[config.mk]
export PLATFORM = sky130hd
export DESIGN_NAME = divider_seq
export DESIGN_NICKNAME = d
export VERILOG_FILES = /design/src/rtl/divider_seq.sv
export SDC_FILE = /design/constraint.sdc
export NUM_CORES = 1
export LEC_CHECK = 0
export ABC_AREA = 1
export CELL_PAD_IN_SITES_DETAIL_PLACEMENT = 0
export CELL_PAD_IN_SITES_GLOBAL_PLACEMENT = 2
export CORE_MARGIN = 3
export CORE_UTILIZATION = 32
export DETAILED_ROUTE_END_ITERATION = 8
export HOLD_SLACK_MARGIN = 0.12
export PLACE_DENSITY_LB_ADDON = 0.2
export SYNTH_ARGS = -nofsm -noshare
export SYNTH_HDL_FRONTEND = slang
export SYNTH_SLANG_ARGS = --single-unit
[constraint.sdc]
create_clock -name clk -period 2.4 [get_ports clk]
set_input_delay 0.6 -clock clk [delete_from_list [all_inputs] [get_ports clk]]
set_output_delay 0.6 -clock clk [all_outputs]
set_load 0.1 [all_outputs]
[src/rtl/divider_seq.sv]
// Sequential radix-2 restoring divider: one quotient bit per enabled clock, saturating quotient.
// Latency N_WIDTH enabled edges (1 for a zero divisor); en=0 freezes everything, start ignored while busy.
module divider_seq #(
  parameter int N_WIDTH = 32,
  parameter int D_WIDTH = 16,
  parameter int Q_WIDTH = 16
) (
  input  logic               clk,
  input  logic               rst,
  input  logic               en,
  input  logic               start,
  input  logic [N_WIDTH-1:0] x1,
  input  logic [D_WIDTH-1:0] x2,
  output logic               busy,
  output logic               done,
  output logic [Q_WIDTH-1:0] y,
  output logic [D_WIDTH-1:0] r,
  output logic               ovf,
  output logic               dz
);

  localparam int CW = $clog2(N_WIDTH);
  localparam logic [CW-1:0] LAST = CW'(N_WIDTH - 1);

  typedef enum logic [1:0] {IDLE, RUN, ZERO} state_t;

  state_t             state;
  logic [N_WIDTH-1:0] sreg;
  logic [D_WIDTH-1:0] rem;
  logic [D_WIDTH-1:0] dvs;
  logic [CW-1:0]      cnt;

  logic [D_WIDTH:0]   partial;
  logic [D_WIDTH:0]   diff;
  logic               ge;
  logic [D_WIDTH-1:0] rem_nxt;
  logic [N_WIDTH-1:0] quo_nxt;
  logic               q_hi;

  // partial < 2*divisor always, so the top bit of the difference is the borrow
  always_comb begin
    partial = {rem, sreg[N_WIDTH-1]};
    diff    = partial - {1'b0, dvs};
    ge      = ~diff[D_WIDTH];
    rem_nxt = ge ? diff[D_WIDTH-1:0] : partial[D_WIDTH-1:0];
    quo_nxt = {sreg[N_WIDTH-2:0], ge};
    q_hi    = 1'b0;
    for (int i = Q_WIDTH; i < N_WIDTH; i++) begin
      q_hi = q_hi | quo_nxt[i];
    end
  end

  always_ff @(posedge clk or negedge rst) begin
    if (!rst) begin
      state <= IDLE;
      sreg  <= '0;
      rem   <= '0;
      dvs   <= '0;
      cnt   <= '0;
      busy  <= 1'b0;
      done  <= 1'b0;
      y     <= '0;
      r     <= '0;
      ovf   <= 1'b0;
      dz    <= 1'b0;
    end else if (en) begin
      done <= 1'b0;
      case (state)
        IDLE: begin
          if (start) begin
            busy <= 1'b1;
            if (x2 != '0) begin
              sreg  <= x1;
              dvs   <= x2;
              rem   <= '0;
              cnt   <= '0;
              state <= RUN;
            end else begin
              state <= ZERO;
            end
          end
        end
        RUN: begin
          sreg <= quo_nxt;
          rem  <= rem_nxt;
          cnt  <= cnt + 1'b1;
          if (cnt == LAST) begin
            y     <= q_hi ? '1 : quo_nxt[Q_WIDTH-1:0];
            r     <= rem_nxt;
            ovf   <= q_hi;
            dz    <= 1'b0;
            done  <= 1'b1;
            busy  <= 1'b0;
            state <= IDLE;
          end
        end
        ZERO: begin
          y     <= '1;
          r     <= '0;
          ovf   <= 1'b0;
          dz    <= 1'b1;
          done  <= 1'b1;
          busy  <= 1'b0;
          state <= IDLE;
        end
        default: state <= IDLE;
      endcase
    end
  end

endmodule
==> metrics.csv, run 1 <==
stage;metric;value;unit
run_status;outcome;completed;
flow_run;max_cap viols;0;
setup_path;FF-to-FF path depth;15;
clocking;root buf cell;clkbuf_16;
timing;Peak Freq;448;MHz
floorplan;Die Wd;143;um
layout;Nets;971;
pwr;Max VDD drop;428;uV
routing;Routed WL;17500;um
setup_path;Crit. End Element;flop;
min_path;Tightest Hold Check Type;input pin to asynchronous set/reset pin;
pwr;cell area power density;1350;nW/um2
global_routing;total congestion overflow;0;
layout;# diodes;0;
setup_path;Arr. time, crit path;2.46;ns
yosys;Synth Flop Type;dfrtp_1;
yosys;number of synthesized flops with an enable pin;0;
timing;Final period util;93.0;%
floorplan;chip height;143;um
clocking;CTS H-tree depth;3;
routing;vias per cell;4.72;
yosys;post-synthesis async set-or-reset flop share;100;%
floorplan;Core Rows;49;
placement;DP Wirelength;12500;um
clocking;TritonCTS clock tree;done;
timing;final hold slack;0.195;ns
layout;most frequent cells in the layout;229 x nand2_1, 110 x inv_1, 107 x dfrtp_1;
clocking;Post-CTS Setup Inserts;0;
timing;final setup margin;0.167;ns
yosys;post-synth cell types;39;
yosys;syn_nets;853;
layout;area grow syn2layout;29.0;%
layout;final std cells w/o fill;1130;
global_routing;GRT Util Overall;16.9;%
timing;Max transition margin;66.5;%
yosys;sequential share of the synthesized area;44.3;%
placement;Cells after DPL;1109;
routing;drt drc;0;
layout;Multi-input gate area;2840;um2
routing;DR iter-0 viols;324;
floorplan;die footprint;20600;um2
global_routing;pin count of the biggest net entering global routing;54;
floorplan;initial core utilization;33.1;%
setup_path;CP Class;input pin to flop;
placement;pre-CTS worst setup slack;-0.666;ns
yosys;Mapped Cells;778;
timing;min Tclk post-route;2.23;ns
placement;Placer Congestion;0.829;
floorplan;I/O pin count;88;
clocking;clock tree buffer depth;2;
layout;Core Util, Final;42.7;%
setup_path;reg-to-reg setup timing slack;0.25;ns
setup_path;Crit. Startpoint;x2[5];
timing;setup tns final;0;ns
placement;port bufs;87;
yosys;Post-Syn Area;6040;um2
setup_path;Critical Path Start Type;input pin;
pwr;leak pwr;3.86;nW
clocking;post-cts hold buffer count;0;
setup_path;CP required;2.63;ns
timing;endpoints failing hold;0;
yosys;Mean Syn Cell Area;7.77;um2
clocking;CTS sink cnt;107;
routing;post-route antenna net violation count;0;
yosys;#FFs+latches synth;107;
clocking;clk slew on worst S/H paths;0.08;ns
global_routing;initial antenna violation count;0;
global_routing;first-pass GRT wire length;27500;um
layout;FF/Latch Area;2680;um2
timing;RSZ-0062 raised after global routing;no;
clocking;Clk Latency, worst-skew pair;0.36;ns
layout;fraction of layout cells with a size suffix above 1;15.9;%
floorplan;core area;18300;um2
timing;worst-margin pin slew;0.503;ns
routing;vias after detailed routing;5337;
setup_path;worst r2r src;sreg[31]$_DFFE_PN0P_;
setup_path;CP Max Fanout;53;
yosys;number of synthesis warnings;0;
layout;commonest non-fill, non-tap cell in the layout;nand2_1;
timing;Clock Skew;0.0126;ns
layout;Fill cells;1855;
timing;final slew viol count;0;
routing;drt wl/cell;15.5;um
clocking;Inserted Clock Buffers;9;
global_routing;vias in the first global route;5389;
timing;setup violators final;0;
routing;DR pass1 iterations;5;
## kinds of logic after synthesis
group	after synthesis	synth area share (%)
AND/OR/NAND/NOR	410	31.0
XOR/XNOR	8	1.16
AO/OA/AOI/OAI	86	8.88
flip-flops	107	44.3
buffers and inverters	144	9.71
adder cells (fa/ha/maj)	23	4.89
## metrics by stage
stage / total power [mW] / area (um2)
floorplan: 7.09 / 6040
global placement: 8.77 / 7370
detailed placement: 8.80 / 7370
CTS: 10.4 / 7680
global route: 11.4 / 7790
finish: 10.5 / 7790
## per-layer routing
metal,up-vias,part of all wire [%],global-route usage (%),routed length [um]
met5,-,0,0,0
met4,0,1.2,4.31,212
met3,12,3.4,2.26,587
met2,97,49,28.8,8560
met1,2514,47,22.8,8130
li1,2714,-,-,-
## final cells by class
cell class / instances / area share (%)
clock buffer: 9 / 2.89
tap: 229 / 3.68
multi-input combinational: 530 / 36.4
inverter: 117 / 5.64
timing repair buffer: 131 / 16.0
clock inverter: 7 / 0.996
sequential: 107 / 34.4
## cells in the mapped netlist (2+ instances only)
cell type	count	area [um2]
a21oi_1	26	130
a22o_1	2	17.5
and2_1	4	25.0
buf_1	3	11.3
buf_2	14	70.1
buf_4	3	22.5
clkbuf_1	5	18.8
dfrtp_1	107	2680
ha_1	22	275
inv_1	110	413
inv_2	7	26.3
nand2_1	229	860
nand2_2	5	31.3
nand2_4	13	146
nand3_1	94	470
nand3_2	3	30.0
nand3b_1	5	37.5
nand4_1	5	31.3
nor2_1	42	158
nor2_2	4	25.0
nor3_1	2	10.0
o211ai_1	29	218
o21ai_0	21	105
o22ai_1	2	12.5
xnor2_1	5	43.8
xor2_1	3	26.3
## sequential cells by signal, summed over array words and instances, names as in the netlist
signal  flops
sreg       32
dvs        16
r          16
rem        16
y          16
cnt         5
state       2
busy        1
done        1
dz          1
ovf         1
## final timing paths
kind / endpoint
setup / recovery: sreg[30]$_DFFE_PN0P_
hold reg to reg: r[0]$_DFFE_PN0P_
min in group clk: r[0]$_DFFE_PN0P_
max in group asynchronous: sreg[26]$_DFFE_PN0P_
hold / removal: dvs[7]$_DFFE_PN0P_
setup reg to reg: r[7]$_DFFE_PN0P_
## where the power goes
part           switching [mW]  internal [mW]
clock                   0.794          0.746
combinational            4.10           2.11
sequential              0.360           2.41
## critical path: stages
cell and delay, ns:
clkdlybuf4s50_1 0.41, nor2_1 0.14, nand2_1 0.08, nor2_2 0.15, and2_4 0.17, nand2_1 0.09
nand2_4 0.18, buf_12 0.18, inv_2 0.06, buf_12 0.17, nand3_1 0.11, o211ai_1 0.08
## repair_timing
item | 4_1_cts | 5_1_grt
cloned | 1 | 4
pin swaps | 0 | 2
endpoints found under the setup margin | 51 | 40
resized for setup | 2 | 11
No activity file was read; power rests on OpenSTA's default activity.
==> run 2, diff against run 1 <==
Settings changed: HOLD_SLACK_MARGIN 0.12 to 0.02.
==> results of run 2 <==
No change in the layout: final DEF, timing and power equal those of run 1.
